File: config.mk
export PLATFORM = sky130hd
export DESIGN_NAME = im_fetch_arbiter
export DESIGN_NICKNAME = d
export VERILOG_FILES = /design/src/rtl/im_fetch_arbiter.sv
export SDC_FILE = /design/constraint.sdc
export NUM_CORES = 1
export LEC_CHECK = 0
export BUFFER_PORTS_ARGS = -buffer_cell sky130_fd_sc_hd__buf_2
export CORE_AREA = 10 10 89 91
export DETAILED_ROUTE_END_ITERATION = 6
export DIE_AREA = 0 0 99 101
export PLACE_DENSITY = 0.7
export SLEW_MARGIN = 20
export SYNTH_ARGS = -nofsm -noshare
export SYNTH_HDL_FRONTEND = slang
export SYNTH_SLANG_ARGS = --single-unit
File: constraint.sdc
create_clock -name clk -period 2.2 [get_ports clk]
set_input_delay 0.66 -clock clk [delete_from_list [all_inputs] [get_ports clk]]
set_output_delay 0.66 -clock clk [all_outputs]
set_load 0.005 [all_outputs]
File: src/rtl/im_fetch_arbiter.sv
`timescale 1ns/1ps
// Two-port arbiter for one single-ported instruction memory: CPU fetch port
// and loader port, with round-robin sharing, loader lock and range checks.
module im_fetch_arbiter #(
    parameter logic [31:0] BASE_ADDR = 32'h00003000,
    parameter int unsigned AW        = 11
) (
    input  logic          clk,
    input  logic          rst_n,
    // fetch port
    input  logic          f_req,
    input  logic [31:0]   f_addr,
    output logic          f_gnt,
    output logic          f_rvalid,
    output logic [31:0]   f_rdata,
    output logic          f_fault,
    // loader port
    input  logic          l_req,
    input  logic          l_we,
    input  logic          l_lock,
    input  logic [31:0]   l_addr,
    input  logic [31:0]   l_wdata,
    output logic          l_gnt,
    output logic          l_rvalid,
    output logic [31:0]   l_rdata,
    output logic          l_fault,
    // memory port
    output logic          mem_en,
    output logic          mem_we,
    output logic [AW-1:0] mem_addr,
    output logic [31:0]   mem_wdata,
    input  logic [31:0]   mem_rdata
);

    localparam int unsigned SPAN_SHIFT = AW + 2;
    localparam logic [32:0] LO_BOUND   = {1'b0, BASE_ADDR};
    localparam logic [32:0] HI_BOUND   = LO_BOUND + (33'(1) << SPAN_SHIFT);

    typedef enum logic {
        ST_FREE,
        ST_LOCKED
    } state_e;

    typedef enum logic {
        PORT_F,
        PORT_L
    } port_e;

    // Bounds are compared in 33 bits so the top of the window cannot wrap.
    function automatic logic addr_ok(input logic [31:0] a);
        logic [32:0] ax;
        ax = {1'b0, a};
        return (a[1:0] == 2'b00) && (ax >= LO_BOUND) && (ax < HI_BOUND);
    endfunction

    function automatic logic [AW-1:0] word_idx(input logic [31:0] a);
        return AW'((a - BASE_ADDR) >> 2);
    endfunction

    state_e      state_q, state_d;
    port_e       rr_q, rr_d;

    logic        gnt_f, gnt_l;
    logic [31:0] sel_addr;
    logic        sel_ok;

    logic        f_rvalid_q, f_rvalid_d;
    logic        f_fault_q, f_fault_d;
    logic        f_rd_q, f_rd_d;
    logic        l_rvalid_q, l_rvalid_d;
    logic        l_fault_q, l_fault_d;
    logic        l_rd_q, l_rd_d;

    // Grant selection, lock FSM, memory strobe and next response state.
    always_comb begin
        state_d    = state_q;
        rr_d       = rr_q;
        gnt_f      = 1'b0;
        gnt_l      = 1'b0;
        f_rvalid_d = 1'b0;
        f_fault_d  = 1'b0;
        f_rd_d     = 1'b0;
        l_rvalid_d = 1'b0;
        l_fault_d  = 1'b0;
        l_rd_d     = 1'b0;

        case (state_q)
            ST_FREE: begin
                if (f_req && l_req) begin
                    gnt_f = (rr_q == PORT_F);
                    gnt_l = (rr_q == PORT_L);
                end else begin
                    gnt_f = f_req;
                    gnt_l = l_req;
                end
            end
            ST_LOCKED: begin
                gnt_l = l_req;
            end
            default: begin
                gnt_f = 1'b0;
                gnt_l = 1'b0;
            end
        endcase

        // Nothing may be granted or strobed while reset is held.
        if (!rst_n) begin
            gnt_f = 1'b0;
            gnt_l = 1'b0;
        end

        case (state_q)
            ST_FREE:   if (gnt_l && l_lock)   state_d = ST_LOCKED;
            ST_LOCKED: if (!l_lock && !gnt_l) state_d = ST_FREE;
            default:   state_d = ST_FREE;
        endcase

        if (gnt_f) begin
            rr_d = PORT_L;
        end else if (gnt_l) begin
            rr_d = PORT_F;
        end

        sel_addr = gnt_l ? l_addr : f_addr;
        sel_ok   = addr_ok(sel_addr);

        f_rvalid_d = gnt_f;
        f_fault_d  = gnt_f && !sel_ok;
        f_rd_d     = gnt_f && sel_ok;
        l_rvalid_d = gnt_l;
        l_fault_d  = gnt_l && !sel_ok;
        l_rd_d     = gnt_l && sel_ok && !l_we;
    end

    always_ff @(posedge clk or negedge rst_n) begin
        if (!rst_n) begin
            state_q    <= ST_FREE;
            rr_q       <= PORT_F;
            f_rvalid_q <= 1'b0;
            f_fault_q  <= 1'b0;
            f_rd_q     <= 1'b0;
            l_rvalid_q <= 1'b0;
            l_fault_q  <= 1'b0;
            l_rd_q     <= 1'b0;
        end else begin
            state_q    <= state_d;
            rr_q       <= rr_d;
            f_rvalid_q <= f_rvalid_d;
            f_fault_q  <= f_fault_d;
            f_rd_q     <= f_rd_d;
            l_rvalid_q <= l_rvalid_d;
            l_fault_q  <= l_fault_d;
            l_rd_q     <= l_rd_d;
        end
    end

    assign f_gnt     = gnt_f;
    assign l_gnt     = gnt_l;

    assign mem_en    = (gnt_f || gnt_l) && sel_ok;
    assign mem_we    = mem_en && gnt_l && l_we;
    assign mem_addr  = word_idx(sel_addr);
    assign mem_wdata = l_wdata;

    // Read data arrives from the memory in the response cycle.
    assign f_rvalid  = f_rvalid_q;
    assign f_fault   = f_fault_q;
    assign f_rdata   = f_rd_q ? mem_rdata : 32'h0;
    assign l_rvalid  = l_rvalid_q;
    assign l_fault   = l_fault_q;
    assign l_rdata   = l_rd_q ? mem_rdata : 32'h0;

endmodule
## Word level (Yosys, flattened, before mapping)

Cells that the tools add are included.

- $add $sub $neg: 1
- Magnitude comparators: 2
- Muxes and demuxes: 14
- Bitwise logic cells: 2
- Reduce and logical (&&, ||, !) cells: 20

Operators by type and width:

| kind | number |
|---|---|
| 32-bit 2-to-1 mux | 3 |
| 32-bit by 14-bit >= comparator with 1-bit output (second input constant) | 1 |
| 32-bit by 15-bit less-than comparator with 1-bit output (second input constant) | 1 |
| 1-bit logical AND | 13 |
| 13-bit subtractor (second input constant) | 1 |
| 1-bit 2-to-1 mux | 9 |
| 1-bit zero test | 4 |
| 1-bit one-hot mux with 2 select lines | 2 |
| 2-bit zero test | 1 |
| 1-bit NOT | 2 |
| 2-bit nonzero test | 1 |
| 1-bit logical OR | 1 |

- Flip-flop bits (word level): 8

## Longest topological paths before layout

Gate-level depths: netlist of run 1.

- Depth in word-level cells: 11
- Gate-level depth with buffers: 5
- Depth with buffers taken out: 5

## Worst setup path after synthesis of run 1

OpenSTA, ideal clock, no wires.

- Path type: input to output
- Start point: input f_addr[22]
- End point: output mem_en
- Arrival time: 1.675 ns
- Required time: 1.540 ns
- Setup slack: -0.135 ns
- Stages on the path: 4
- Buffers on the path: 0
- Path through: nor4_1 nand3_1 or4_4 o21bai_1

- Longest elaborated chain between the ends: 5
- Elaborated cells on any way between the ends: 6

Ends and longest elaborated chain:

| item | RTL line | RTL |
|---|---|---|
| start, declared | 12 | `input logic [31:0] f_addr,` |
| 32-bit 2-to-1 mux (*) | 124 | `sel_addr = gnt_l ? l_addr : f_addr;` |
| 32-bit by 14-bit >= comparator with 1-bit output | 53 | `return (a[1:0] == 2'b00) && (ax >= LO_BOUND) && (ax < HI_BOUND);` |
| 1-bit logical AND | 53 |  |
| 1-bit logical AND (*) | 53 |  |
| 1-bit logical AND (*) | 160 | `assign mem_en = (gnt_f \|\| gnt_l) && sel_ok;` |
| end, declared | 28 | `output logic mem_en,` |

Every way passes the cells marked *; elsewhere a longest branch is shown, timed or not.

## Worst setup path after layout of run 1

- Start point: input f_addr[26]
- End point: output mem_en

Same word-level chain as after synthesis.

==> impl_results.md, run 1 <==
- Status: finished with violations
- Violated checks: setup timing
- Post-Place Setup Slack: -0.410 ns
- Core ar.: 6200 µm²
- Setup WS post-layout: -0.365 ns
- Storage cell area: 200 µm²
- Final period util: 117%
- Clk slew on worst S/H paths: 0.04 ns
- Slew headroom: 51.1%
- Tot Pwr: 0.608 mW
- Vias: 1,661
- DRT iter0 DRCs: 12
- RSZ-0062 raised after global routing: true
- HP Class: in -> async
- FF+latch count, synth: 8
- Root Driver: clkbuf_8
- Nets: 454
- Worst vdd ir: 0.000214 V
- Hpwl dp: 5420 µm
- Diodes inserted: 0
- CTS Buf Count: 3
- Setup CP Type: in -> out
- Syn_nets: 294
- Final ANT Viol Nets: 0
- Routability cong.: 0.774
- # rows: 29
- Power Density: 254 nW/µm²
- Final setup violating endpoints: 12
- Max cap viols: 0
- Yosys warnings: 0
- Clock period minus worst slack: 2.56 ns
- H-tree depth: 1
- Util after Layout: 38.6%
- # fillers: 633
- Area of the multi-input gates: 895 µm²
- Clock latency on the worst-skew pair: 0.22 ns
- Layout area overhead: 95.0%
- Routed WL: 6240 µm
- DRC viols: 0
- Antenna violations before repair: 0
- Vias in the first global route: 1,887
- Critical Path Sink Type: output pin
- Initial core utilization: 19.8%
- Drt pass-1 iters: 4
- Vias per cell: 4.21
- Chip height: 101 µm
- Crit path max fanout: 2
- Syn Std Cell Area: 1230 µm²
- Syn Inst Count: 160
- Max Buffers Root-to-Sink: 2
- Register area share after synthesis: 16.3%
- Clock Sinks: 8
- Slew @ Worst Pin: 0.734 ns
- Mean post-synth cell area: 7.68 µm²
- Yosys cell types: 22
- CTS tree: built
- Critical Path RT: 1.54 ns
- First-pass GRT wire length: 9470 µm
- Layout cell share with drive strength beyond 1: 69.8%
- Pins Over Slew Limit: 0
- Grt total ovfl: 0
- Worst EP arrival: 1.90 ns
- Leakage: 1.46 nW
- Total track usage: 11.2%
- Clock Skew: 0.00265 ns
- Wire length per cell: 15.8 µm
- Fin. Hold Viols: 0
- Largest net degree at the start of global routing: 33
- Port bufs: 184
- CP startpoint kind: input port
- Chip width: 99 µm
- DIE AREA: 10000 µm²
- Max Fclk: 0.390 GHz
- Ports: 249
[report_power, final]
| group | total, mW | switching (mW) | leakage, nW | internal [mW] |
|---|---|---|---|---|
| clock | 0.172 | 0.0539 | 0.0216 | 0.118 |
| sequential | 0.165 | 0.00657 | 0.106 | 0.158 |
| combinational | 0.271 | 0.0991 | 1.33 | 0.172 |
[cells by family after synthesis]
logic type | count (synthesis) | share of synthesized area [%]
DFF | 8 | 16.3
and+or+nand+nor | 94 | 47.1
buffers and inverters | 41 | 22.4
adders and majority gates | 1 | 0.815
AOI/OAI and AO/OA | 5 | 3.36
muxes | 11 | 9.98
[per-stage QoR]
stage / hold WS (ns) / TNS, ns / area (µm²) / std cells
global placement: 0.518 / -2.14 / 2070 / 389
detailed placement: 0.533 / -2.34 / 2070 / 389
CTS: 0.342 / -1.88 / 2340 / 394
finish: 0.342 / -1.63 / 2400 / 395
floorplan: 0.364 / -0.130 / 1270 / 160
global route: 0.349 / -2.05 / 2400 / 395
[cell usage after synthesis]
cell type   n  area share [%]
nand3_1     2            0.81
nor3_1      2            0.81
dfrtp_1     8              16
nor4_1      9             4.6
buf_2       1            0.41
inv_1       1            0.31
and2_1     65              33
maj3_1      1            0.81
mux2i_1     1            0.81
o21bai_1    1            0.61
nand2_1     6             1.8
nor2b_1     3             1.5
buf_4      32              20
nor2_1      2            0.61
or4_4       1            0.92
a21oi_1     3             1.2
nor3b_1     3             1.8
clkbuf_1    6             1.8
o21bai_4    1             1.5
mux2_2     10             9.2
inv_2       1            0.31
nand2b_4    1             1.1
[critical path, stage by stage]
cell,delay [ns]
buf_6,0.09
nor4_2,0.26
nand2_1,0.08
or4_4,0.51
o21bai_1,0.16
buf_2,0.14
[worst paths after layout]
kind                                 start        to  slack [ns]  depth (start not counted)
worst min-delay path                 rst_n  l_rvalid        0.34                          2
worst min register to register     state_q   state_q        0.54                          1
min in group clk                   state_q   state_q        0.54                          1
max in group asynchronous            rst_n   l_fault        1.73                          2
worst max register to register     state_q   f_fault        0.55                          6
worst max-delay path            f_addr[26]    mem_en       -0.36                          6
[state kept, by name, indices dropped and copies added (netlist names)]
signal	flops
l_fault	1
state_q	1
f_fault	1
l_rd_q	1
f_rvalid	1
rr_q	1
l_rvalid	1
f_rd_q	1
[layout make-up]
cell class | instances | share of cell area (%)
inverter | 2 | 0.313
clock buffer | 3 | 1.72
multi-input combinational | 111 | 37.3
tap | 77 | 4.02
sequential | 8 | 8.36
timing repair buffer | 194 | 48.3
[repair_timing]
item                       in CTS  in global routing
setup endpoints to repair      12                 12
hold buffers                    0                  0
resized for setup              36                  7
pin swaps                      10                  4
setup buffers                   1                  1
cloned                          1                  0
[cells in the final DEF, fill, tap and decap left out, drive strengths merged]
cell type,n
dfrtp,8
nand2,6
maj3,1
and2,65
nor4,9
buf,194
mux2,10
or4,1
nor3b,3
nor2,2
a21oi,3
mux2i,1
nor2b,3
clkbuf,3
nor3,2
inv,2
nand2b,1
nand3,2
o21bai,2
[metal layers]
layer | up-vias | part of all wire [%] | global-route usage, %
met5 | - | 0 | 0
met4 | 0 | 0.40 | 1.32
met3 | 2 | 18 | 8.92
met2 | 152 | 48 | 19.5
met1 | 703 | 34 | 10.4
li1 | 804 | - | -
(Power assumes the default switching activity.)
==> inputs of run 2 (changes only) <==
--- a/config.mk
+++ b/config.mk
@@ -5,7 +5,7 @@
 export SDC_FILE = /design/constraint.sdc
 export NUM_CORES = 1
 export LEC_CHECK = 0
-export BUFFER_PORTS_ARGS = -buffer_cell sky130_fd_sc_hd__buf_2
+export BUFFER_PORTS_ARGS = -buffer_cell sky130_fd_sc_hd__buf_4
 export CORE_AREA = 10 10 89 91
 export DETAILED_ROUTE_END_ITERATION = 6
 export DIE_AREA = 0 0 99 101
==> run 2 against run 1 <==
- the flow still finishes with violations (setup timing)
- largest cell class unchanged
- die area unchanged
- worst hold slack lost 0.0030 ns
- clock skew barely moved
- via count grew 2.8%
- final area is 20% higher
==> impl_results.md, run 2 (same netlist as run 1, synthesis figures left out) <==
- Max Buffers Root-to-Sink: 2 (unchanged)
- Chip height: 101 µm (unchanged)
- FF-to-FF Start: state_q
- Diodes inserted: 0 (unchanged)
- Drt pass-1 iters: 4 (unchanged)
- Pins Over Slew Limit: 0 (unchanged)
- Vias per cell: 4.27 (+1.5%)
- Max cap viols: 0 (unchanged)
- Vias in the first global route: 1,892 (+0.26%)
- Clock Sinks: 8 (unchanged)
- Largest net degree at the start of global routing: 33 (unchanged)
- Clock latency on the worst-skew pair: 0.22 ns (about the same)
- Violated checks: setup timing
- Power Density: 234 nW/µm² (-7.8%)
- Final setup violating endpoints: 12 (unchanged)
- # rows: 29 (unchanged)
- Final period util: 116% (-0.22 points)
- Vias: 1,707 (+2.8%)
- Antenna violations before repair: 0 (unchanged)
- Crit path max fanout: 2 (unchanged)
- DRT iter0 DRCs: 8 (-4)
- Routability cong.: 0.730 (-5.7%)
- H-tree depth: 1 (unchanged)
- Worst vdd ir: 0.000237 V (+11%)
- Nets: 459 (+1.1%)
- Worst R2R End: f_fault
- Worst EP arrival: 1.90 ns (about the same)
- RSZ-0062 raised after global routing: true
- CTS Buf Count: 3 (unchanged)
- Leakage: 1.55 nW (+6.8%)
- Total track usage: 11.9% (+0.65 points)
- Hpwl dp: 5930 µm (+9.3%)
- CP startpoint kind: input port
- Chip width: 99 µm (unchanged)
- Ports: 249 (unchanged)
- Clock Skew: 0.00266 ns (+0.0000136 ns)
- CTS Hold Bufs: 0 (unchanged)
- Max Fclk: 0.391 GHz (+0.19%)
- Final ANT Viol Nets: 0 (unchanged)
- Setup WS post-layout: -0.360 ns (+0.00491 ns)
- Wire length per cell: 17.3 µm (+9.6%)
- DIE AREA: 10000 µm² (unchanged)
- Placed Instance Area: 2550 µm² (+23%)
- Commonest non-fill, non-tap cell in the layout: buf_4
- Initial core utilization: 19.8% (unchanged)
- Clk slew on worst S/H paths: 0.04 ns (about the same)
- HP Class: in -> async
- Layout area overhead: 134%
- CTS tree: built
- Core ar.: 6200 µm² (unchanged)
- Cells on worst reg2reg path: 6 (unchanged)
- Slew @ Worst Pin: 0.757 ns (+0.0232 ns)
- Grt total ovfl: 0 (unchanged)
- Cell area after layout: 2870 µm² (+20%)
- Critical Path Sink Type: output pin
- Slew headroom: 49.5% (-1.5 points)
- First-pass GRT wire length: 9780 µm (+3.3%)
- Setup slack, reg-to-reg: 0.55 ns (about the same)
- Routed WL: 6920 µm (+11%)
- Fin. Hold Viols: 0 (unchanged)
- Root Driver: clkbuf_8
- Commonest non-fill, non-tap cells in the layout: buf_4 (173), and2_1 (64), buf_6 (22), mux2_4 (10), dfrtp_1 (7)
- Tot Pwr: 0.672 mW (+10%)
- Status: finished with violations
- DRC viols: 0 (unchanged)
- Clock period minus worst slack: 2.56 ns (-0.00491 ns)
- Critical Path RT: 1.54 ns (about the same)
- Layout cell share with drive strength beyond 1: 70.9% (+1.1 points)
- Setup CP Type: in -> out
- Port bufs: 184 (unchanged)
==> run 2: cell count changes in the layout (fill, tap and decap cells not counted), sizes merged <==
cell	previous run	this run
buf	194	199
==> run 2: repair_timing <==
| item | 4_1_cts | 5_1_grt |
|---|---|---|
| buffers inserted | 0 | 6 |
| setup endpoints to repair | 12 | 34 |
| pin swaps | 5 | 11 |
| gates resized for setup | 7 | 45 |
==> run 2: worst max-delay path by stage <==
stage                          start      to  slack, ns  depth (start not counted)
after global routing      f_addr[29]  mem_en      -0.45                          6
after floorplan           f_addr[31]  mem_en      -0.11                          4
after global placement    f_addr[29]  mem_en      -0.38                          6
after CTS                 f_addr[23]  mem_en      -0.37                          6
final                     f_addr[29]  mem_en      -0.36                          6
after detailed placement  f_addr[31]  mem_en      -0.39                          6
==> run 2: cell type report <==
class	count	area, µm²
Fill cell	613	3330
Clock buffer	3	41.3
Timing Repair Buffer	199	1610
Tap cell	77	96.3
Sequential cell	8	201
Inverter	2	7.51
Multi-Input combinational cell	111	915
==> run 2: through the flow <==
step                      hold WS, ns  setup TNS (ns)  instances  setup WS (ns)  utilization (%)
final                           0.339           -2.14        400         -0.360             46.3
after detailed placement        0.526           -2.69        391         -0.386             41.0
after global placement          0.519           -2.53        391         -0.379             41.0
after global routing            0.343           -2.59        400         -0.445             46.3
after CTS                       0.341           -2.64        394         -0.366             42.3
after floorplan                 0.364          -0.130        160         -0.109                -
==> run 2: critical path, stage by stage <==
cell and delay [ns]:
buf_6 0.09, nor4_4 0.25, nand2_1 0.09, or4_4 0.52
o21bai_1 0.15, buf_4 0.13
==> run 2: power breakdown <==
group	leakage [nW]	switching, mW	internal [mW]
Combinational	1.43	0.105	0.229
Clock	0.0216	0.0538	0.118
Sequential	0.104	0.00751	0.158
==> run 2: routing by layer <==
metal  vias to the layer above  global-route usage, %  part of all wire, %  wire [µm]
met5                         -                      0                    0          0
met4                         0                   2.32                 0.35         24
met3                         2                   9.95                   18       1250
met2                       157                   19.7                   48       3320
met1                       735                   11.1                   34       2340
li1                        813                      -                    -          -
